[src/rtl/uart_pkg.sv]
// rtl/uart_pkg.sv - shared types, constants and divider helpers for the UART receiver
package uart_pkg;

  localparam int DATA_BITS = 8;

  typedef enum logic [2:0] {IDLE, START, DATA, STOP, WAIT_HIGH} rx_state_t;

  function automatic int calc_div(input int clk_freq, input int bode_rate);
    return clk_freq / bode_rate;
  endfunction

  function automatic int calc_cnt_w(input int div);
    return (div > 1) ? $clog2(div) : 1;
  endfunction

endpackage

[src/rtl/uart_sync.sv]
// rtl/uart_sync.sv - two-flop synchronizer for an asynchronous single-bit input
module uart_sync #(
  parameter logic RESET_VAL = 1'b1
) (
  input  logic clk,
  input  logic rst_n,
  input  logic d,
  output logic q
);

  logic meta;

  always_ff @(posedge clk or negedge rst_n) begin
    if (!rst_n) begin
      meta <= RESET_VAL;
      q    <= RESET_VAL;
    end else begin
      meta <= d;
      q    <= meta;
    end
  end

endmodule

[src/rtl/uart_rx.sv]
// rtl/uart_rx.sv - 8N1 serial receiver with valid/ready output, framing and overrun flags
// Optional 2-of-3 majority sampling when UART_RX_MAJORITY_EN is defined.
module uart_rx
  import uart_pkg::*;
#(
  parameter int CLK_FREQ  = 100_000_000,
  parameter int BODE_RATE = 115_200
) (
  input  logic       clk,
  input  logic       rst,
  input  logic       rx,
  output logic [7:0] rx_data,
  output logic       rx_data_valid,
  input  logic       rx_data_ready,
  output logic       frame_error,
  output logic       overrun
);

  localparam int DIV = calc_div(CLK_FREQ, BODE_RATE);
  localparam int CW  = calc_cnt_w(DIV);
  localparam int IW  = $clog2(DATA_BITS);

`ifdef UART_RX_MAJORITY_EN
  // Decision lands one count after the mid-point; the one-cycle slip carries
  // through the data bits because their counting starts one cycle later too.
  localparam int MIN_DIV = 6;
  localparam int START_T = DIV / 2;
`else
  localparam int MIN_DIV = 4;
  localparam int START_T = DIV / 2 - 1;
`endif

  localparam logic [CW-1:0] START_HIT = CW'(START_T);
  localparam logic [CW-1:0] BIT_HIT   = CW'(DIV - 1);
  localparam logic [IW-1:0] LAST_IDX  = IW'(DATA_BITS - 1);

  generate
    if (DIV < MIN_DIV) begin : g_div_check
      $error("uart_rx: CLK_FREQ/BODE_RATE too small");
    end
  endgenerate

  logic rx_s;
  logic sample;

  uart_sync #(.RESET_VAL(1'b1)) u_sync (
    .clk  (clk),
    .rst_n(rst),
    .d    (rx),
    .q    (rx_s)
  );

`ifdef UART_RX_MAJORITY_EN
  logic [1:0] hist;

  always_ff @(posedge clk or negedge rst) begin
    if (!rst) hist <= 2'b11;
    else      hist <= {hist[0], rx_s};
  end

  assign sample = (hist[1] & hist[0]) | (hist[1] & rx_s) | (hist[0] & rx_s);
`else
  assign sample = rx_s;
`endif

  rx_state_t           state, state_n;
  logic [CW-1:0]       cnt;
  logic [IW-1:0]       idx;
  logic [DATA_BITS-1:0] shift_q;
  logic                cnt_clr, idx_clr, idx_inc, shift_en, deliver, ferr;

  always_ff @(posedge clk or negedge rst) begin
    if (!rst) state <= IDLE;
    else      state <= state_n;
  end

  always_comb begin
    state_n  = state;
    cnt_clr  = 1'b0;
    idx_clr  = 1'b0;
    idx_inc  = 1'b0;
    shift_en = 1'b0;
    deliver  = 1'b0;
    ferr     = 1'b0;
    unique case (state)
      IDLE: begin
        cnt_clr = 1'b1;
        if (!rx_s) state_n = START;
      end
      START: begin
        if (cnt == START_HIT) begin
          cnt_clr = 1'b1;
          idx_clr = 1'b1;
          state_n = sample ? IDLE : DATA;
        end
      end
      DATA: begin
        if (cnt == BIT_HIT) begin
          cnt_clr  = 1'b1;
          shift_en = 1'b1;
          if (idx == LAST_IDX) state_n = STOP;
          else                 idx_inc = 1'b1;
        end
      end
      STOP: begin
        if (cnt == BIT_HIT) begin
          cnt_clr = 1'b1;
          if (sample) begin
            deliver = 1'b1;
            state_n = IDLE;
          end else begin
            ferr    = 1'b1;
            state_n = WAIT_HIGH;
          end
        end
      end
      WAIT_HIGH: begin
        cnt_clr = 1'b1;
        if (rx_s) state_n = IDLE;
      end
      default: state_n = IDLE;
    endcase
  end

  always_ff @(posedge clk or negedge rst) begin
    if (!rst) begin
      cnt     <= '0;
      idx     <= '0;
      shift_q <= '0;
    end else begin
      cnt <= cnt_clr ? '0 : cnt + CW'(1);
      if (idx_clr)      idx <= '0;
      else if (idx_inc) idx <= idx + IW'(1);
      if (shift_en) shift_q[idx] <= sample;
    end
  end

  // A simultaneous accept frees the slot, so the new byte can replace the old one.
  always_ff @(posedge clk or negedge rst) begin
    if (!rst) begin
      rx_data       <= 8'h00;
      rx_data_valid <= 1'b0;
      frame_error   <= 1'b0;
      overrun       <= 1'b0;
    end else begin
      frame_error <= ferr;
      overrun     <= 1'b0;
      if (deliver) begin
        if (!rx_data_valid || rx_data_ready) begin
          rx_data       <= shift_q;
          rx_data_valid <= 1'b1;
        end else begin
          overrun <= 1'b1;
        end
      end else if (rx_data_valid && rx_data_ready) begin
        rx_data_valid <= 1'b0;
      end
    end
  end

endmodule

[config.mk]
export PLATFORM = sky130hd
export DESIGN_NAME = uart_rx
export DESIGN_NICKNAME = d
export VERILOG_FILES = /design/src/rtl/uart_pkg.sv /design/src/rtl/uart_sync.sv /design/src/rtl/uart_rx.sv
export SDC_FILE = /design/constraint.sdc
export NUM_CORES = 1
export LEC_CHECK = 0
export CAP_MARGIN = 0
export CORE_MARGIN = 4
export CORE_UTILIZATION = 55
export CTS_BUF_LIST = sky130_fd_sc_hd__clkbuf_16
export DETAILED_ROUTE_END_ITERATION = 10
export GPL_TIMING_DRIVEN = 0
export PLACE_DENSITY = 0.76
export SLEW_MARGIN = 20
export SYNTH_ARGS = -nofsm -noshare
export SYNTH_HDL_FRONTEND = slang
export SYNTH_SLANG_ARGS = --single-unit
[constraint.sdc]
create_clock -name clk -period 3.7 [get_ports clk]
set_input_delay 0.74 -clock clk [delete_from_list [all_inputs] [get_ports clk]]
set_output_delay 0.74 -clock clk [all_outputs]
set_load 0.03 [all_outputs]
**Yosys cells after proc, flatten, opt, wreduce, memory -nomap -nowiden**

Cells that the tools add are included.
W data, S select, Z words.

- Output and inout bits: 11
- Bits in registers: 37

- Multiplexer cells: 34
- $add $sub $neg: 2
- Reduce and logical (&&, ||, !) cells: 12
- Equal/unequal tests: 14
- Magnitude comparators: 2

Operator list:

| operator | number |
|---|---|
| $mux W3 | 9 |
| $mux W1 | 19 |
| $pmux W3 S5 | 1 |
| $add A10 B1 Y10 const B | 1 |
| $eq A10 B10 Y1 const B | 1 |
| $eq A10 B9 Y1 const B | 1 |
| $mux W10 | 1 |
| $ne A2 B2 Y1 const B | 5 |
| $bwmux W8 | 1 |
| $eq A3 B2 Y1 const B | 2 |
| $eq A3 B3 Y1 const B | 2 |
| $reduce_and A6 Y1 | 1 |
| $lt A3 B4 Y1 const B | 1 |
| $ne A2 B1 Y1 const B | 2 |
| $reduce_and A2 Y1 | 2 |
| $reduce_bool A2 Y1 | 2 |
| $reduce_or A2 Y1 | 2 |
| $add A3 B1 Y3 const B | 1 |
| $demux W1 S3 | 1 |
| $eq A3 B1 Y1 const B | 1 |
| $ge A3 B1 Y1 const B | 1 |
| $logic_not A3 Y1 | 1 |
| $pmux W1 S3 | 1 |
| $logic_and A1 B1 Y1 | 2 |
| other kinds (3) | 3 |

**Logic depth before layout (Yosys ltp)**

- Depth in word-level cells: 6
- Mapped depth: 6

**Modules after synthesis**

From an unflattened synthesis, not the netlist that was laid out.

- Cell total of the unflattened synthesis: 145
- Area, all modules: 1781.7 um2

By module, submodules not included:

| module | area each (um2) | instances | cells an instance |
|---|---|---|---|
| uart_rx | 1729.2 | 1 | 143 |
| uart_sync | 52.6 | 1 | 2 |

**Worst setup path after synthesis**

No wires, ideal clock.

- Path type: register to register
- From: reg cnt[0]
- To: reg rx_data[0]
- Period minus slack after synthesis: 1.892 ns
- Setup slack: 1.808 ns
- Setup time: 0.125 ns
- Data arrival time: 1.767 ns
- Required time: 3.575 ns
- Cell stages (with the launch flop): 7
- Path buffers: 1
- Cells stage by stage: dfrtp_1 -> ha_1 -> and3_2 -> nand3_4 -> or3b_1 -> buf_6 -> mux2_4

- Word-level cells in the longest chain between the ends: 4

Ends and longest elaborated chain:

| what | RTL line | source |
|---|---|---|
| start, declared | uart_rx.sv:67 | `logic [CW-1:0] cnt;` |
| start signal, assigned | uart_rx.sv:131 | `cnt <= cnt_clr ? '0 : cnt + CW'(1);` |
| $eq A10 B10 Y1 | uart_rx.sv:106 | `if (cnt == BIT_HIT) begin` |
| $mux W1 | uart_rx.sv:106 |  |
| $mux W1 | uart_rx.sv:85 | `unique case (state)` |
| $reduce_and A2 Y1 (no source line) | - |  |
| end signal, assigned | uart_rx.sv:150 | `rx_data <= shift_q;` |
| end, declared | uart_rx.sv:12 | `output logic [7:0] rx_data,` |

No other way between the ends.
A chain may end at the register's enable or synchronous reset.

**Final worst setup path**

Same ends and word-level chain as after synthesis.

==> flow_summary.toml <==
[floorplanning]
die_h_um = 64.9
fp-row-count = 20
core_area_um2 = 3080
dieArea_um2 = 4210
initial_core_util = 0.579
io_pins = 15
die_w_um = 64.9

[yosys]
synth_nets = 153
synth_seq_cells = 37
synthCells = 145
synth.distinct_cells = 38
yosysSeqAreaShare = 0.521
ys.flop_type = "dfrtp_1"
synth_area_um2 = 1780
synth_edf_count = 0
syn_avg_cell_area_um2 = 12.3
synth_warnings = 0
async_flop_share = 1.00

[pwr]
power_frac_comb = 0.018
p_int_mw = 0.725
power.total_mw = 0.888
power_frac_seq = 0.459
p_sw_mw = 0.163
irDropWorstVdd_mv = 0.267
power_density_nw_per_um2 = 411
power_leakage_nw = 1.04
p_clk_frac = 0.523
p_sw_frac = 0.184

[finish]
final_cell_mix = "dfrtp_1 (35), nor2_1 (17), clkdlybuf4s50_1 (13)"
instances_no_fill = 212
layout.nets = 175
antenna_cells = 0
mostFrequentLayoutCell = "dfrtp_1"
syn_to_final_growth_pct = 21.3
layout-drive-gt1-share = 0.238

[placement]
place_inst = 204
port_buffers = 14
gp_congestion = 0.805

[route]
drt_iter0_drc = 55
drt-vias-per-instance = 5.70
ant_nets = 0
drt_pass1_iterations = 4
wl_per_cell_um = 15.9
drt_drc_violations_left = 0
wl_um = 3370
vias = 1209

[global_route]
grt_usage = 0.181
grt_pass1_wl_um = 5730
grt_pass1_vias = 1183
antenna_found_initial = 0
grt_overflow = 0
grt_max_degree = 25

[job]
cap_violations = 0

[timing]
setup_tns_ns = 0
min_period_over_period = 0.576
max_freq_ghz = 0.469
maxSlewViolCount = 0
holdWs_ns = 0.354
min_period_ns = 2.13
max_slew_margin = 0.511
rsz0062_at_grt = "no"
setup_viol = 0
worst_pin_slew_ns = 0.728
finalHoldViolations = 0
clock_skew_ns = 0.00282

[cts]
cts_made_buffers = 5
clk_path_buf_depth = 2
cts_sinks = 37
clkSlewWorstSetupHoldPaths_ns = 0.05
post_cts_resized = 0
postCtsSetupRepairBufs = 0
htreeDepth = 2
cts-root-buf = "clkbuf_16"
cts_tree = "yes"
clock_latency_ns = 0.28
cts_hold_buf = 0

[critical_path]
cp-end-kind = "register"
setup.worst_path.class = "register to register"
cp-start-kind = "register"
cp_max_fo = 8
critPathRequiredTime_ns = 3.86
rrSetupSlack_ns = 1.57
crit_arrival_ns = 2.29

[status]
status = "completed"

[min_path]
hp-class = "register to register"
## cells in the mapped netlist, drive strengths merged, types with 2 or more instances
library cell / number / area share
mux2: 16 / 0.12
nor3: 3 / 0.0084
clkbuf: 3 / 0.0063
mux2i: 2 / 0.011
nand2: 4 / 0.0084
inv: 3 / 0.0063
and4bb: 6 / 0.042
nor2: 18 / 0.042
ha: 4 / 0.028
and3: 3 / 0.011
nand4: 7 / 0.025
o21ai: 3 / 0.0084
nor4b: 3 / 0.015
buf: 3 / 0.012
dfrtp: 35 / 0.49
and4: 3 / 0.016
nor3b: 2 / 0.0084
dfstp: 2 / 0.029
xnor2: 2 / 0.0098
nand3: 5 / 0.021
xor2: 8 / 0.039
## final cells by class
cell class	count	area, µm²
clock inverters	3	37.5
flip-flops and latches	37	928
fillers	228	916
clock buffers	5	125
well taps	44	55.1
multi-input cells	99	810
plain buffers	6	32.5
repair buffers	15	163
inverters	3	11.3
## metrics by stage
step	utilization	setup slack (ns)	cell area, µm²
floorplan	-	1.81	1780
global placement	0.642	1.12	1980
detailed placement	0.650	1.44	2000
CTS	0.702	1.60	2160
global route	0.702	1.47	2160
finish	0.702	1.57	2160
## worst max-delay path: stages (launching register included)
cell     delay, ns
dfrtp_1       0.43
ha_1          0.32
and3_2        0.28
nand3_4       0.13
or3b_1        0.39
buf_6         0.17
mux2_4        0.30
## power groups by stage
stage                     Clock (mW)  Sequential [mW]  Combinational [mW]
after detailed placement           0            0.415              0.0167
final                          0.464            0.408              0.0161
after global routing           0.492            0.408              0.0185
after CTS                      0.472            0.408              0.0168
after floorplan                    0            0.415             0.00153
after global placement             0            0.415              0.0130
## worst paths after layout
check                                 startpoint                endpoint  cells after the start
hold / removal             u_sync.meta$_DFF_PN1_      u_sync.q$_DFF_PN1_                      0
hold reg to reg            u_sync.meta$_DFF_PN1_      u_sync.q$_DFF_PN1_                      0
min in group asynchronous                    rst        cnt[6]$_DFF_PN0_                      1
setup reg to reg                cnt[0]$_DFF_PN0_  rx_data[0]$_DFFE_PN0P_                      6
max in group asynchronous                    rst  rx_data[3]$_DFFE_PN0P_                      2
setup / recovery                cnt[0]$_DFF_PN0_  rx_data[0]$_DFFE_PN0P_                      6
## state kept, by name, indices dropped and copies added, names as in the netlist
register and cells:
cnt 10, rx_data 8, shift_q 8, idx 3, state 3, frame_error 1, overrun 1, rx_data_valid 1
u_sync.meta 1, u_sync.q 1
## cell families after synthesis
group	Yosys count	synth area share
compound gates	7	0.0274
fa+ha+maj	4	0.0281
mux	18	0.129
xor+xnor	10	0.0492
buf+inv	9	0.0246
flops	37	0.521
simple gates	60	0.221
## layer usage
| metal | track usage | wire length (µm) |
|---|---|---|
| met4 | 0.0792 | 87 |
| met3 | 0.0589 | 180 |
| met1 | 0.241 | 1550 |
| met5 | 0 | 0 |
| met2 | 0.269 | 1560 |
No activity file was read; power rests on OpenSTA's default activity.
